## src/rtl/timer_pkg.sv

```systemverilog
// Shared definitions for the APB register interface of the 8-bit timer.
// Optional feature macro: TIMER_APB_IRQ_EN (adds TIER at 0x4 and the irq output).
package timer_pkg;

    // Register addresses (paddr[2:0])
    localparam logic [2:0] ADDR_TDR  = 3'h0;
    localparam logic [2:0] ADDR_TCR  = 3'h1;
    localparam logic [2:0] ADDR_TSR  = 3'h2;
    localparam logic [2:0] ADDR_TCNT = 3'h3;
    localparam logic [2:0] ADDR_TIER = 3'h4;

    // Highest decoded address; everything above it is an error
`ifdef TIMER_APB_IRQ_EN
    localparam logic [2:0] ADDR_LAST = ADDR_TIER;
`else
    localparam logic [2:0] ADDR_LAST = ADDR_TCNT;
`endif

    // Register select uses the address itself; this code marks "no register"
    localparam logic [2:0] SEL_NONE  = 3'h7;

    // TCR bit positions
    localparam int LOAD_BIT = 7;
    localparam int UPDN_BIT = 5;
    localparam int EN_BIT   = 4;

    // TSR / TIER bit positions
    localparam int OVF_BIT  = 0;
    localparam int UDF_BIT  = 1;

    typedef enum logic [1:0] {
        IDLE,
        SETUP,
        ACCESS
    } apb_state_t;

    // Map an address to a register select, or SEL_NONE when out of range
    function automatic logic [2:0] reg_sel(input logic [2:0] a, input logic hi_zero);
        return (hi_zero && (a <= ADDR_LAST)) ? a : SEL_NONE;
    endfunction

endpackage

```

## src/rtl/timer_apb_fsm.sv

```systemverilog
// APB3 handshake: tracks setup/access phases, counts wait states and
// produces pready, the commit strobe, the register select and the error flag.
// SETUP means "setup phase seen, this cycle must be the first access cycle";
// ACCESS covers the remaining wait-state cycles.
module timer_apb_fsm import timer_pkg::*; #(
    parameter int ADDR_W      = 8,
    parameter int WAIT_STATES = 0
) (
    input  logic              clk,
    input  logic              rst_n,
    input  logic              i_psel,
    input  logic              i_penable,
    input  logic              i_pwrite,
    input  logic [ADDR_W-1:0] i_paddr,
    output logic              o_pready,
    output logic              o_commit,
    output logic              o_err,
    output logic [2:0]        o_sel
);

    localparam logic [2:0] WS = 3'(WAIT_STATES);

    apb_state_t r_state, w_state_nxt;
    logic [2:0] r_wait, w_wait_nxt;
    logic       w_hi_zero;

    generate
        if (ADDR_W > 3) begin : g_hi
            assign w_hi_zero = ~|i_paddr[ADDR_W-1:3];
        end else begin : g_nohi
            assign w_hi_zero = 1'b1;
        end
    endgenerate

    assign o_sel    = reg_sel(i_paddr[2:0], w_hi_zero);
    assign o_err    = (o_sel == SEL_NONE) || (i_pwrite && (o_sel == ADDR_TCNT));
    assign o_commit = o_pready && !o_err;

    // State and wait-counter register
    always_ff @(posedge clk) begin
        if (!rst_n) begin
            r_state <= IDLE;
            r_wait  <= 3'd0;
        end else begin
            r_state <= w_state_nxt;
            r_wait  <= w_wait_nxt;
        end
    end

    // Next-state, wait counting and pready generation
    always_comb begin
        w_state_nxt = r_state;
        w_wait_nxt  = r_wait;
        o_pready    = 1'b0;
        case (r_state)
            IDLE: begin
                w_wait_nxt = 3'd0;
                if (i_psel && !i_penable) w_state_nxt = SETUP;
            end
            SETUP, ACCESS: begin
                if (!(i_psel && i_penable)) begin
                    // protocol violation: drop the transfer silently
                    w_state_nxt = IDLE;
                    w_wait_nxt  = 3'd0;
                end else if (r_wait == WS) begin
                    o_pready    = 1'b1;
                    w_state_nxt = IDLE;
                    w_wait_nxt  = 3'd0;
                end else begin
                    w_state_nxt = ACCESS;
                    w_wait_nxt  = r_wait + 3'd1;
                end
            end
            default: begin
                w_state_nxt = IDLE;
                w_wait_nxt  = 3'd0;
            end
        endcase
    end

endmodule

```

## src/rtl/timer_apb_regif.sv

```systemverilog
// APB3 register interface for the 8-bit timer counter: TDR, TCR, TSR (W1C),
// TCNT (RO). Optional macro TIMER_APB_IRQ_EN adds TIER at 0x4 and irq.
module timer_apb_regif import timer_pkg::*; #(
    parameter int         ADDR_W      = 8,
    parameter int         WAIT_STATES = 0,
    parameter logic [7:0] TDR_RST     = 8'h00
) (
    input  logic              clk,
    input  logic              rst_n,
    input  logic              psel,
    input  logic              penable,
    input  logic              pwrite,
    input  logic [ADDR_W-1:0] paddr,
    input  logic [7:0]        pwdata,
    output logic [7:0]        prdata,
    output logic              pready,
    output logic              pslverr,
    output logic [7:0]        start_counter,
    output logic              up_down,
    output logic              enable,
    output logic              load,
    output logic              clr_overflow,
    output logic              clr_underflow,
    input  logic [7:0]        cnt_value,
    input  logic              overflow,
    input  logic              underflow
`ifdef TIMER_APB_IRQ_EN
   ,output logic              irq
`endif
);

    logic       w_pready, w_commit, w_err, w_wr;
    logic [2:0] w_sel;
    logic [7:0] w_rdata;
    logic [7:0] r_tdr;
    logic       r_updn, r_en, r_load, r_clr_ovf, r_clr_udf;

    timer_apb_fsm #(.ADDR_W(ADDR_W), .WAIT_STATES(WAIT_STATES)) u_fsm (
        .clk       (clk),
        .rst_n     (rst_n),
        .i_psel    (psel),
        .i_penable (penable),
        .i_pwrite  (pwrite),
        .i_paddr   (paddr),
        .o_pready  (w_pready),
        .o_commit  (w_commit),
        .o_err     (w_err),
        .o_sel     (w_sel)
    );

    assign w_wr = w_commit && pwrite;

    // TDR/TCR storage and one-cycle load/clear pulses
    always_ff @(posedge clk) begin
        if (!rst_n) begin
            r_tdr     <= TDR_RST;
            r_updn    <= 1'b0;
            r_en      <= 1'b0;
            r_load    <= 1'b0;
            r_clr_ovf <= 1'b0;
            r_clr_udf <= 1'b0;
        end else begin
            r_load    <= 1'b0;
            r_clr_ovf <= 1'b0;
            r_clr_udf <= 1'b0;
            if (w_wr && (w_sel == ADDR_TDR)) r_tdr <= pwdata;
            if (w_wr && (w_sel == ADDR_TCR)) begin
                r_updn <= pwdata[UPDN_BIT];
                r_en   <= pwdata[EN_BIT];
                r_load <= pwdata[LOAD_BIT];
            end
            if (w_wr && (w_sel == ADDR_TSR)) begin
                r_clr_ovf <= pwdata[OVF_BIT];
                r_clr_udf <= pwdata[UDF_BIT];
            end
        end
    end

`ifdef TIMER_APB_IRQ_EN
    logic r_ovie, r_udie, r_irq;

    // Interrupt enables and registered interrupt line
    always_ff @(posedge clk) begin
        if (!rst_n) begin
            r_ovie <= 1'b0;
            r_udie <= 1'b0;
            r_irq  <= 1'b0;
        end else begin
            if (w_wr && (w_sel == ADDR_TIER)) begin
                r_ovie <= pwdata[OVF_BIT];
                r_udie <= pwdata[UDF_BIT];
            end
            r_irq <= (overflow && r_ovie) || (underflow && r_udie);
        end
    end

    assign irq = r_irq;
`endif

    // Read mux; status and count are sampled live in the pready cycle
    always_comb begin
        w_rdata = 8'h00;
        case (w_sel)
            ADDR_TDR:  w_rdata = r_tdr;
            ADDR_TCR: begin
                w_rdata[UPDN_BIT] = r_updn;
                w_rdata[EN_BIT]   = r_en;
            end
            ADDR_TSR: begin
                w_rdata[OVF_BIT] = overflow;
                w_rdata[UDF_BIT] = underflow;
            end
            ADDR_TCNT: w_rdata = cnt_value;
`ifdef TIMER_APB_IRQ_EN
            ADDR_TIER: begin
                w_rdata[OVF_BIT] = r_ovie;
                w_rdata[UDF_BIT] = r_udie;
            end
`endif
            default:   w_rdata = 8'h00;
        endcase
    end

    assign pready        = w_pready;
    assign pslverr       = w_pready && w_err;
    assign prdata        = (w_pready && !pwrite && !w_err) ? w_rdata : 8'h00;
    assign start_counter = r_tdr;
    assign up_down       = r_updn;
    assign enable        = r_en;
    assign load          = r_load;
    assign clr_overflow  = r_clr_ovf;
    assign clr_underflow = r_clr_udf;

endmodule
```

## config.mk

```make
export PLATFORM = sky130hd
export DESIGN_NAME = timer_apb_regif
export DESIGN_NICKNAME = d
export VERILOG_FILES = /design/src/rtl/timer_pkg.sv /design/src/rtl/timer_apb_fsm.sv /design/src/rtl/timer_apb_regif.sv
export SDC_FILE = /design/constraint.sdc
export NUM_CORES = 1
export LEC_CHECK = 0
export BUFFER_PORTS_ARGS = -buffer_cell sky130_fd_sc_hd__buf_4
export CAP_MARGIN = 5
export CORE_MARGIN = 8
export CORE_UTILIZATION = 45
export DETAILED_ROUTE_END_ITERATION = 8
export MAX_ROUTING_LAYER = met4
export PLACE_DENSITY = 0.84
export SETUP_SLACK_MARGIN = 0.1
export SYNTH_ARGS = -nofsm -noshare
export SYNTH_HDL_FRONTEND = slang
export SYNTH_SLANG_ARGS = --single-unit
```

## constraint.sdc

```tcl
create_clock -name clk -period 2.8 [get_ports clk]
set_input_delay 0.14 -clock clk [delete_from_list [all_inputs] [get_ports clk]]
set_output_delay 0.14 -clock clk [all_outputs]
set_load 0.03 [all_outputs]
```

==> results by group <==
Yosys
  • FFs w/ async S/R, synth: 0%
  • Mapped Nets: 152
  • EDFF count, synth: 0
  • Mean Syn Cell Area: 8.864 sq um
  • Synth Instances: 118
  • Synth Register Bits: 18
  • Yosys cell types: 35
  • Synth Cell Area: 0.001046 sq mm
  • Seq/Total Area, Yosys: 34.45%
  • Main synth FF type: dfxtp_1
  • Yosys warns: 0

Drt
  • Remaining DRCs: 0
  • WL final: 3095 microns
  • Initial DRC count: 33
  • Vias: 1071
  • Number of routed nets with antenna violations: 0
  • Vias/cell: 5.437
  • Pre-antenna DRT Iters: 4
  • Wire length per cell: 15.71 microns

Cells and area
  • Most frequent cells in the layout: 53 x buf_4, 20 x nand2_1, 18 x dfxtp_1
  • Antenna cells: 0
  • Area grow syn2layout: 41.51%
  • Layout cells sized above 1: 38.46%
  • Final Util: 66.91%
  • # nets final: 204
  • Commonest non-fill, non-tap cell in the layout: buf_4

Floorplanning
  • # rows: 17
  • Io pins: 54
  • Core Region: 0.002212 sq mm
  • Die footprint: 0.004123 sq mm
  • Initial core utilization: 47.29%
  • Overall die width: 64.21 microns
  • Chip height: 64.21 microns

Clock tree
  • Clk sinks: 18
  • CTS tree: done
  • Clk_lat worst skew: 0.30 ns
  • Setup Buffers After CTS: 0
  • Clock-pin slew on the worst setup and hold paths: 0.11 ns
  • CTS Buffer Depth: 2
  • H-tree levels: 1
  • Cts bufs inserted: 3
  • Count of hold-fix buffers inserted at cts: 0
  • Post-CTS sizing: 0
  • Root Buffer: clkbuf_4

STA
  • Max Freq: 446.0 MHz
  • Setup total negative slack: 0 ns
  • Final worst-path cycle share: 80.07%
  • Least-Margin Pin Slew: 0.4937 ns
  • Final setup viols: 0
  • Final Hold Vio Count: 0
  • Setup Skew: 0.01368 ns
  • Slew Viols, Final: 0
  • Final Critical Period: 2.242 ns
  • Worst slew margin: 66.96%
  • RSZ-0062 raised after global routing: no

Power
  • Pwr per Cell Area: 334.4 mW/mm^2
  • Maximum VDD drop: 0.0002188 V
  • Leak: 0.7051 nW

GRT
  • Antenna violations before repair: 0
  • Global-route usage over all layers: 15.59%
  • Global-route wire length before repair: 5168 microns
  • GRT Max-Usage Layer: met2
  • GR Layer Usage met3: 4.007%
  • Met1 Track Usage GR: 16.18%
  • Largest net degree at the start of global routing: 23
  • Vias in the first global route: 1150
  • Met2 Resource Use GR: 27.35%
  • Grt total ovfl: 0

Setup path
  • CP endpoint kind: primary output
  • Worst path cell trace: inv_1 -> ha_1 -> nand3_2 -> or3_1 -> nor4_2 -> buf_4
  • CP delay by family, top: simple AND/OR/NAND/NOR gates
  • Setup CP Type: reg -> out
  • Worst path slowest cell: or3_1
  • CP Max Fanout: 8
  • Critical path arrival: 2.10 ns
  • Critical path's largest stage delay: 0.51 ns
  • Worst EP required: 2.66 ns
  • Critical Path Start Type: register
  • Buf/Inv on CP: 2

Outcome
  • Outcome: complete, no violations

Hold path
  • HP Class: in -> reg

Placed design
  • Port bufs: 53
  • GP Congestion: 0.8252
  • HPWL Detailed: 2492 microns

Flow run
  • Max_cap viols: 0
==> cells in the mapped netlist, types with 3 or more instances <==
| cell | instances | area share, % |
|---|---|---|
| clkbuf_1 | 3 | 1.1 |
| nand2_1 | 20 | 7.2 |
| dfxtp_1 | 18 | 34 |
| mux2i_1 | 12 | 11 |
| a22oi_1 | 6 | 4.3 |
| ha_1 | 3 | 3.6 |
| nor2_1 | 7 | 2.5 |
| nor3_1 | 8 | 3.8 |
| inv_1 | 7 | 2.5 |
| nand3_1 | 4 | 1.9 |
==> report_power, final <==
part           internal [W]  total (W)  leakage (nW)  switching (W)
clock             0.0000792   0.000161        0.0210      0.0000813
sequential         0.000257   0.000257         0.145    0.000000281
combinational     0.0000405  0.0000772         0.539      0.0000368
==> final timing paths <==
check / end / start / slack [ns] / cells past startpoint
setup reg to reg: up_down / u_fsm.r_wait[0] / 1.23 / 5
hold reg to reg: u_fsm.r_wait[0] / u_fsm.r_wait[0] / 0.47 / 1
hold / removal: start_counter[2] / pwdata[2] / 0.08 / 3
setup / recovery: prdata[4] / u_fsm.r_state[0] / 0.56 / 6
==> final cells by class <==
| class | count | area, sq um |
|---|---|---|
| tap | 28 | 35.03 |
| multi-input combinational | 87 | 624.3 |
| inverter | 7 | 26.28 |
| timing repair buffer | 53 | 397.9 |
| fill | 195 | 732.0 |
| sequential | 18 | 360.3 |
| clock buffer | 4 | 36.28 |
==> metal layers <==
| layer | part of all wire [%] | up-vias | wire length [microns] |
|---|---|---|---|
| met5 | 0 | - | 0 |
| met4 | 0.74 | 0 | 23 |
| met3 | 5.0 | 4 | 156 |
| met2 | 54 | 29 | 1679 |
| met1 | 40 | 518 | 1236 |
| li1 | - | 520 | - |
==> tightest hold or removal path, stage by stage <==
cell     delay (ns)
buf_4          0.11
nand2_1        0.04
mux2i_1        0.05
==> logic make-up (layout without fill, tap and decap cells) <==
| family | after synthesis | after routing | share of synthesized area (%) |
|---|---|---|---|
| AO/OA/AOI/OAI | 12 | 12 | 8.852 |
| XOR/XNOR | 1 | 1 | 0.8375 |
| flip-flops | 18 | 18 | 34.45 |
| adder cells (fa/ha/maj) | 3 | 3 | 3.589 |
| buffers and inverters | 13 | 64 | 5.861 |
| AND/OR/NAND/NOR | 57 | 57 | 32.78 |
| multiplexers | 14 | 14 | 13.64 |
==> metrics by stage <==
stage               total power [W]  setup slack (ns)  hold slack (ns)  cell area, sq um  instances
floorplan                 0.0002993            0.7521           0.2601              1046        118
CTS                       0.0004983            0.5534          0.07813              1480        197
global route              0.0005167            0.4303          0.07651              1480        197
finish                    0.0004950            0.5579          0.07894              1480        197
detailed placement        0.0003398            0.9051           0.3981              1444        193
global placement          0.0003375            0.9545           0.3911              1444        193
==> registers in the layout (all words and copies together) (netlist names) <==
register and cells:
start_counter 8, u_fsm.r_wait 3, u_fsm.r_state 2, clr_overflow 1, clr_underflow 1, enable 1, load 1, up_down 1
Note: power is estimated with default switching activity, not from simulation.
